===== src/rtl/video_crtc_timing.sv =====
// MC6845/6545-compatible CRTC character-clock timing generator: turns decoded
// CRTC register values into HSYNC/VSYNC, display enable, refresh address and row address.
module video_crtc_timing (
  input  logic        sys_clock_i,
  input  logic        reset_n_i,
  input  logic        clk_en_i,
  input  logic [7:0]  r0_h_total_i,
  input  logic [7:0]  r1_h_displayed_i,
  input  logic [7:0]  r2_h_sync_pos_i,
  input  logic [3:0]  r3_h_sync_width_i,
  input  logic [4:0]  r3_v_sync_width_i,
  input  logic [6:0]  r4_v_total_i,
  input  logic [4:0]  r5_v_adjust_i,
  input  logic [6:0]  r6_v_displayed_i,
  input  logic [6:0]  r7_v_sync_pos_i,
  input  logic [4:0]  r9_max_scan_line_i,
  input  logic [13:0] r1213_start_addr_i,
  output logic        h_sync_o,
  output logic        v_sync_o,
  output logic        de_o,
  output logic [13:0] ma_o,
  output logic [4:0]  ra_o,
  output logic        frame_start_o
);

  typedef enum logic {
    ROWS   = 1'b0,
    ADJUST = 1'b1
  } vstate_e;

  logic [7:0]  h_q, h_d;
  logic [4:0]  ra_q, ra_d;
  logic [6:0]  row_q, row_d;
  vstate_e     vstate_q, vstate_d;
  logic [3:0]  hsw_cnt_q, hsw_cnt_d;
  logic [4:0]  vsw_cnt_q, vsw_cnt_d;
  logic [13:0] ma_q, ma_d;
  logic [13:0] row_ma_q, row_ma_d;
  logic        first_q, first_d;
  logic        h_sync_q, h_sync_d;
  logic        v_sync_q, v_sync_d;
  logic        de_q, de_d;
  logic        frame_start_q, frame_start_d;

  logic        eol;
  logic        new_frame;
  logic        line_start;
  logic [4:0]  ra_inc;

  always_comb begin
    // NOTE: every variable gets a hold/default value first so no path through
    // the conditionals below leaves it unassigned, which would infer a latch.
    h_d           = h_q;
    ra_d          = ra_q;
    row_d         = row_q;
    vstate_d      = vstate_q;
    hsw_cnt_d     = hsw_cnt_q;
    vsw_cnt_d     = vsw_cnt_q;
    ma_d          = ma_q;
    row_ma_d      = row_ma_q;
    first_d       = first_q;
    h_sync_d      = h_sync_q;
    v_sync_d      = v_sync_q;
    de_d          = de_q;
    frame_start_d = frame_start_q;
    eol           = (h_q >= r0_h_total_i);
    new_frame     = 1'b0;
    line_start    = 1'b0;
    ra_inc        = ra_q + 5'd1;

    if (clk_en_i) begin
      first_d = 1'b0;

      // Character r1 of the last scan line is where the next row begins.
      if (h_q == r1_h_displayed_i && vstate_q == ROWS && ra_q >= r9_max_scan_line_i) begin
        row_ma_d = ma_q;
      end

      if (first_q) begin
        new_frame = 1'b1;
      end else if (!eol) begin
        h_d  = h_q + 8'd1;
        ma_d = ma_q + 14'd1;
      end else begin
        h_d        = 8'd0;
        line_start = 1'b1;
        if (vstate_q == ROWS) begin
          if (ra_q >= r9_max_scan_line_i) begin
            ra_d  = 5'd0;
            row_d = row_q + 7'd1;
            if (row_q >= r4_v_total_i) begin
              if (r5_v_adjust_i == 5'd0) new_frame = 1'b1;
              else                       vstate_d  = ADJUST;
            end
          end else begin
            ra_d = ra_inc;
          end
        end else begin
          ra_d = ra_inc;
          if (ra_inc == r5_v_adjust_i) new_frame = 1'b1;
        end
        ma_d = row_ma_d;
      end

      // Start address is sampled only here; a mid-frame R12/13 write waits.
      if (new_frame) begin
        h_d        = 8'd0;
        ra_d       = 5'd0;
        row_d      = 7'd0;
        vstate_d   = ROWS;
        ma_d       = r1213_start_addr_i;
        row_ma_d   = r1213_start_addr_i;
        line_start = 1'b1;
      end

      if (h_d == r2_h_sync_pos_i && r3_h_sync_width_i != 4'd0) begin
        hsw_cnt_d = r3_h_sync_width_i;
      end else if (hsw_cnt_q != 4'd0) begin
        hsw_cnt_d = hsw_cnt_q - 4'd1;
      end

      if (line_start) begin
        if (vstate_d == ROWS && ra_d == 5'd0 && row_d == r7_v_sync_pos_i) begin
          vsw_cnt_d = r3_v_sync_width_i;
        end else if (vsw_cnt_q != 5'd0) begin
          vsw_cnt_d = vsw_cnt_q - 5'd1;
        end
      end

      h_sync_d      = (hsw_cnt_d != 4'd0);
      v_sync_d      = (vsw_cnt_d != 5'd0);
      de_d          = (h_d < r1_h_displayed_i) && (vstate_d == ROWS) &&
                      (row_d < r6_v_displayed_i);
      frame_start_d = new_frame;
    end
  end

  // NOTE: state registers use non-blocking assignments so every flop samples
  // the pre-edge values regardless of statement order.
  always_ff @(posedge sys_clock_i or negedge reset_n_i) begin
    if (!reset_n_i) begin
      h_q           <= 8'd0;
      ra_q          <= 5'd0;
      row_q         <= 7'd0;
      vstate_q      <= ROWS;
      hsw_cnt_q     <= 4'd0;
      vsw_cnt_q     <= 5'd0;
      ma_q          <= 14'd0;
      row_ma_q      <= 14'd0;
      first_q       <= 1'b1;
      h_sync_q      <= 1'b0;
      v_sync_q      <= 1'b0;
      de_q          <= 1'b0;
      frame_start_q <= 1'b0;
    end else begin
      h_q           <= h_d;
      ra_q          <= ra_d;
      row_q         <= row_d;
      vstate_q      <= vstate_d;
      hsw_cnt_q     <= hsw_cnt_d;
      vsw_cnt_q     <= vsw_cnt_d;
      ma_q          <= ma_d;
      row_ma_q      <= row_ma_d;
      first_q       <= first_d;
      h_sync_q      <= h_sync_d;
      v_sync_q      <= v_sync_d;
      de_q          <= de_d;
      frame_start_q <= frame_start_d;
    end
  end

  assign h_sync_o      = h_sync_q;
  assign v_sync_o      = v_sync_q;
  assign de_o          = de_q;
  assign ma_o          = ma_q;
  assign ra_o          = ra_q;
  assign frame_start_o = frame_start_q;

endmodule


===== config.mk =====
export PLATFORM = sky130hd
export DESIGN_NAME = video_crtc_timing
export DESIGN_NICKNAME = d
export VERILOG_FILES = /design/src/rtl/video_crtc_timing.sv
export SDC_FILE = /design/constraint.sdc
export NUM_CORES = 1
export LEC_CHECK = 0
export ABC_AREA = 1
export CAP_MARGIN = 25
export CORE_MARGIN = 5
export CORE_UTILIZATION = 35
export DETAILED_ROUTE_END_ITERATION = 8
export GPL_TIMING_DRIVEN = 1
export PLACE_DENSITY_LB_ADDON = 0.12
export SKIP_LAST_GASP = 1
export SLEW_MARGIN = 20
export SYNTH_ARGS = -nofsm -noshare
export SYNTH_HDL_FRONTEND = slang
export SYNTH_SLANG_ARGS = --single-unit

===== constraint.sdc =====
create_clock -name sys_clock_i -period 2.6 [get_ports sys_clock_i]
set_input_delay 0.52 -clock sys_clock_i [delete_from_list [all_inputs] [get_ports sys_clock_i]]
set_output_delay 0.52 -clock sys_clock_i [all_outputs]
set_load 0.02 [all_outputs]

==> results of run 1 <==
[cell type report]
type,instances,share of cell area
Clock inverter,5,0.0123
Timing Repair Buffer,218,0.239
Clock buffer,11,0.0287
Inverter,125,0.0575
Tap cell,188,0.0278
Sequential cell,63,0.187
Multi-Input combinational cell,580,0.448
[flip-flops by register name, summed over array words and instances (netlist names)]
register       flops
vstate_q           1
row_ma_q          14
frame_start_o      1
vsw_cnt_q          5
v_sync_o           1
ma_o              14
row_q              7
first_q            1
hsw_cnt_q          4
ra_o               5
de_o               1
h_sync_o           1
h_q                8
[Yosys cell counts, drive strengths merged (5+ instances only)]
cell type,instances,share of area
nand4,14,0.018
ha,39,0.091
buf,5,0.0070
o21ai,77,0.072
or2,7,0.0082
nor2,67,0.057
o211ai,5,0.0070
inv,124,0.088
dfrtp,62,0.29
a21oi,21,0.020
xor2,31,0.051
clkbuf,18,0.013
nor3,9,0.010
nand2,222,0.16
nor4,5,0.0070
nand3b,5,0.0070
nand3,47,0.050
a31oi,18,0.021
[logic make-up after synthesis]
kind of cell,count (synthesis)
AOI/OAI and AO/OA,131
adders and majority gates,39
and+or+nand+nor,377
DFF,63
buffers and inverters,148
xor gates and xnor gates,31
[repair_timing]
| item | in CTS | in global routing |
|---|---|---|
| buffers inserted | 16 | 12 |
| pin swaps | 77 | 41 |
| gates resized for setup | 101 | 72 |
| gates cloned | 2 | 4 |
| setup endpoints to repair | 42 | 39 |
[final timing paths]
kind / slack (ps) / endpoint / cells past startpoint
setup reg to reg: -330 / v_sync_o / 21
max in group asynchronous: 1770 / first_q / 2
setup / recovery: -330 / v_sync_o / 21
hold / removal: 150 / hsw_cnt_q[2] / 1
hold reg to reg: 500 / frame_start_o / 2
min in group sys_clock_i: 500 / frame_start_o / 2
[through the flow]
step	std cells	setup TNS [ps]	hold slack (ps)
finish	1190	-2640	146
global route	1190	-4670	172
CTS	1175	-2820	152
detailed placement	1142	-25450	508
global placement	1142	-23880	493
floorplan	789	-290	224
[worst max-delay path, delay by kind of cell, from the launching register on]
family | cells | cell delay [ps]
and+or+nand+nor | 17 | 1600
DFF | 1 | 410
AOI/OAI and AO/OA | 1 | 320
adders and majority gates | 1 | 310
buffers and inverters | 2 | 190
[routing by layer]
metal | routed length, µm | share of wire
met5 | 0 | 0
met4 | 267 | 0.015
met3 | 596 | 0.035
met2 | 8160 | 0.47
met1 | 8220 | 0.48
[report_power, final]
| part | switching, W | total, W | internal, W | leakage, nW |
|---|---|---|---|---|
| clock | 0.000484 | 0.00145 | 0.000965 | 0.170 |
| combinational | 0.00219 | 0.00421 | 0.00203 | 3.30 |
| sequential | 0.000330 | 0.00162 | 0.00129 | 0.735 |
==> flow_summary_export.csv, run 1 <==
group,metric,value,unit
power,p_leak,4.21,nW
sta,tightest_slew,516,ps
floorplan,die_h,134,µm
finish,final_core_util,0.561,
critical_path,crit_chain,"ha_4, nand2_4, nor2_4, nand4_4, nand3_4, buf_12, nand2_8, o21ai_0, nand2_2, nand3_2, nor2_2, nand2_2, nor2_4, nand2_4, nand2_1, nand3_2, nand2_1, nor2_2, nand3_1, nand2_1, inv_1",
floorplan,die_w,134,µm
routing,drc_errors,0,
logic_synthesis,seq_area_frac_synth,0.295,
critical_path,cpMostUsedCell,"nand2_1",
sta,min_period,2930,ps
routing,viasPerCell,4.83,
grt,antenna_found_initial,0,
grt,grt_max_degree,75,
clocking,cts_tree,"yes",
logic_synthesis,yosys.area_share.simple,0.319,
critical_path,cp_slowest_cell,"dfrtp_1",
finish,layout-drive-gt1-share,0.273,
finish,diodes,0,
logic_synthesis,async_reset_ff_frac,1.00,
routing,drt_iter0_drc,302,
routing,finalWirelength,17200,µm
critical_path,critical_path.max_stage_delay,410,ps
floorplan,io_pins,104,
power,ir_worst_vdd,0.000428,V
finish,areaGrowthSynthToFinish,58.3,%
grt,grt_pass1_wl,26900,µm
logic_synthesis,yosysUniqueCellTypes,46,
place,placed_area,7270,µm²
sta,rsz0062_at_grt,"yes",
place,portBuffers,103,
sta,relSlewSlack,0.656,
logic_synthesis,ys_warn_count,0,
logic_synthesis,synth_compound_gate_area_share,0.136,
logic_synthesis,syn-num-nets,909,
logic_synthesis,synthAdderAreaFrac,0.0912,
logic_synthesis,synthFlopType,"dfrtp_1",
sta,setup_violations,12,
power,total_power,0.00729,W
routing,wl_per_cell,14.5,µm
floorplan,rows,45,
grt,overflow,0,
sta,setup_slack,-326,ps
finish,multi_input_area,3790,µm²
critical_path,criticalPathCategory,"flop to flop",
floorplan,dieArea,17900,µm²
grt,grtUsageMet2,0.305,
critical_path,crit_required,2830,ps
sta,fmax,342,MHz
sta,clock_skew,5.63,ps
finish,final_common_cell,"nand2_1",
status,violations,"negative setup slack",
status,status,"complete, but fails checks",
logic_synthesis,synthMuxAreaShare,0,
clocking,clk_transition_reported_paths,60,ps
critical_path,crit_fanout,6,
hold_path,hp-class,"primary input to async pin",
clocking,ctsHoldBuffers,0,
grt,met3_usage,0.0317,
logic_synthesis,synth_top_family_by_area,"simple AND/OR/NAND/NOR gates",
grt,busiest_layer,"met2",
power,p_per_area,861,nW/µm²
logic_synthesis,postSynthRegisterBits,63,
floorplan,core,15100,µm²
clocking,clock_latency,340,ps
routing,firstDrtPassIters,4,
finish,nFillCells,1468,
critical_path,regToRegStartpoint,"h_q[5]",
finish,final_cell_mix,"194 x nand2_1, 101 x inv_1, 95 x buf_4",
logic_synthesis,yosys.area_share.xor_xnor,0.0508,
critical_path,cp.arrival,3160,ps
grt,track_usage,0.186,
place,place_ws,-982,ps
sta,fin_crit_sh,1.13,
grt,gr-usage-met1,0.253,
logic_synthesis,synth_edf_count,0,
critical_path,critPathLaunch,"h_q[5]",
sta,report.final.hold_viol_count,0,
routing,ant_nets,0,
clocking,cts.sinks,63,
logic_synthesis,postSynthAreaPerCell,6.78,µm²
place,place_congestion,0.790,
finish,stdcell_area,8460,µm²
sta,slew_violations,0,
clocking,clockBufferDepth,2,
finish,regArea,1580,µm²
clocking,cts_htree_levels,3,
critical_path,cp-end-kind,"flop",
grt,grt_pass1_vias,5478,
logic_synthesis,syn_inst,789,
logic_synthesis,netlist_area,5350,µm²
clocking,cts-root-buf,"clkbuf_16",
place,dp_hpwl,12100,µm
floorplan,start_util,0.354,
finish,fin_nets,1117,
routing,num_vias,5751,
flow_run,cap_violations,0,
critical_path,worst_setup_path_start_kind,"flop",
clocking,cts_buffers,9,
Note: power is estimated with default switching activity, not from simulation.
==> run 2: changes to the inputs <==
CORE_ASPECT_RATIO = 1.4   (was default)
==> run 2 against run 1 <==
  * The run still ends with negative setup slack left
  * Clock skew is essentially flat
  * Combinational power grew 2%
  * Sequential power is essentially flat
  * Register-to-register slack gained 70 ps
  * Global-route usage grew 1.0 points
  * Via count grew 4.2%
  * Core utilization grew 0.90 points
  * Worst hold slack gained 66 ps
  * Total power shrank 0.26%
  * Clock-buffer cell count grew 1
  * Cell count grew 0.84%
  * Largest cell class unchanged
  * Largest power group unchanged
==> flow_summary_export.csv, run 2 (synthesized netlist as in run 1, its figures left out) <==
group,metric,value,unit
status,status,"complete, but fails checks",
status,violations,"negative setup slack",
critical_path,crit_required,2820,ps
power,combinationalPowerShare,0.589,
grt,overflow,0,
floorplan,rows,53,
finish,areaGrowthSynthToFinish,59.7,%
finish,layout-drive-gt1-share,0.294,
routing,finalWirelength,18400,µm
critical_path,worst_setup_path_start_kind,"primary input",
clocking,clockBufferDepth,2,
routing,viasPerCell,4.99,
floorplan,io_pins,104,
finish,multi_input_area,3790,µm²
sta,setup_slack,-252,ps
routing,drc_errors,0,
sta,setup_violations,12,
flow_run,cap_violations,0,
sta,report.final.hold_viol_count,0,
sta,min_period,2850,ps
sta,slew_violations,0,
routing,num_vias,5992,
power,p_sw_frac,0.419,
critical_path,criticalPathCategory,"primary input to flop",
place,dp_hpwl,12900,µm
clocking,cts-root-buf,"clkbuf_16",
sta,rsz0062_at_grt,"yes",
grt,grt_pass1_vias,6115,
place,place_ws,-961,ps
sta,tightest_slew,647,ps
power,p_clk_frac,0.188,
clocking,cts_buffers,9,
grt,antenna_found_initial,0,
finish,nFillCells,1425,
clocking,cts_tree,"yes",
sta,relSlewSlack,0.568,
clocking,clk_transition_reported_paths,60,ps
floorplan,start_util,0.357,
critical_path,cp.arrival,3080,ps
power,ir_worst_vdd,0.000531,V
routing,wl_per_cell,15.3,µm
routing,ant_nets,0,
power,switching_power,0.00305,W
critical_path,cp-end-kind,"flop",
clocking,ctsHoldBuffers,0,
floorplan,die_w,114,µm
clocking,clock_latency,330,ps
clocking,cts.sinks,63,
power,p_leak,4.25,nW
grt,track_usage,0.197,
finish,final_cell_mix,"186 x nand2_1, 103 x buf_4, 95 x inv_1",
sta,whs,212,ps
grt,grt_pass1_wl,28500,µm
sta,fmax,351,MHz
critical_path,crit_fanout,7,
floorplan,core,15000,µm²
sta,clock_skew,6.01,ps
grt,grt_max_degree,32,
hold_path,hp-class,"primary input to async pin",
sta,fin_crit_sh,1.10,
power,intPower,0.00422,W
place,place_congestion,0.912,
clocking,cts_htree_levels,3,
floorplan,dieArea,17900,µm²
finish,final_common_cell,"nand2_1",
power,p_seq_frac,0.223,
finish,fin_nets,1124,
routing,firstDrtPassIters,6,
finish,regArea,1580,µm²
power,p_per_area,851,nW/µm²
routing,drt_iter0_drc,257,
place,portBuffers,103,
floorplan,die_h,156,µm
finish,diodes,0,
[run 2: stage by stage]
step	total power (W)	instance area, µm²	utilization	cells	TNS, ps
4_1_cts	0.00704	8200	0.547	1189	-1610
3_3_place_gp	0.00508	7250	0.484	1143	-24890
3_5_place_dp	0.00516	7250	0.484	1143	-27470
6_report	0.00727	8540	0.570	1200	-1850
2_1_floorplan	0.00364	5450	-	789	-290
5_1_grt	0.00783	8540	0.570	1200	-5600
[run 2: final timing paths]
| kind | to | from | depth (start not counted) | slack (ps) |
|---|---|---|---|---|
| max in group asynchronous | ra_o[1] | reset_n_i | 2 | 1650 |
| min in group sys_clock_i | de_o | de_o | 2 | 510 |
| hold / removal | ma_o[8] | reset_n_i | 1 | 210 |
| setup / recovery | h_sync_o | r0_h_total_i[7] | 19 | -250 |
| hold reg to reg | de_o | de_o | 2 | 510 |
| setup reg to reg | h_sync_o | h_q[2] | 18 | -250 |
[run 2: final cells by class]
class | count | share of cell area
Multi-Input combinational cell | 579 | 0.443
Inverter | 125 | 0.0582
Timing Repair Buffer | 226 | 0.247
Clock buffer | 12 | 0.0312
Sequential cell | 63 | 0.185
Clock inverter | 3 | 0.00762
Tap cell | 192 | 0.0281
[run 2: layer usage]
| layer | global-route usage | vias to the layer above | part of all wire |
|---|---|---|---|
| li1 | - | 2992 | - |
| met1 | 0.222 | 2791 | 0.39 |
| met2 | 0.365 | 172 | 0.54 |
| met3 | 0.0340 | 37 | 0.045 |
| met4 | 0.0719 | 0 | 0.026 |
| met5 | 0 | - | 0 |
[run 2: timing repair]
action	CTS	global route
resized for setup	120	67
pin swaps	88	26
buffers inserted	32	9
gates cloned	1	5
setup endpoints to repair	42	42
[run 2: worst max-delay path: stages]
cell	delay [ps]
clkdlybuf4s15_2	180
inv_2	40
ha_4	240
a21o_1	180
nor2_4	140
nand3_4	150
nor2_8	130
inv_6	60
buf_6	130
nor2_4	100
inv_2	50
a21boi_2	100
o21ai_1	80
nor3_2	300
nand3_4	200
o21ai_2	200
nand3_1	110
nor2_1	110
nor2_1	50
[run 2: power by group through the flow]
stage / clock, W / combinational (W) / sequential [W]
after floorplan: 0 / 0.00187 / 0.00178
after global placement: 0 / 0.00347 / 0.00161
after detailed placement: 0 / 0.00355 / 0.00162
after CTS: 0.00139 / 0.00404 / 0.00161
after global routing: 0.00143 / 0.00474 / 0.00166
final: 0.00137 / 0.00428 / 0.00162
==> run 3: changes to the inputs <==
CTS_CLUSTER_DIAMETER = 100   (was default)
==> results of run 3 <==
No change in the layout: final DEF, timing and power equal those of run 2.
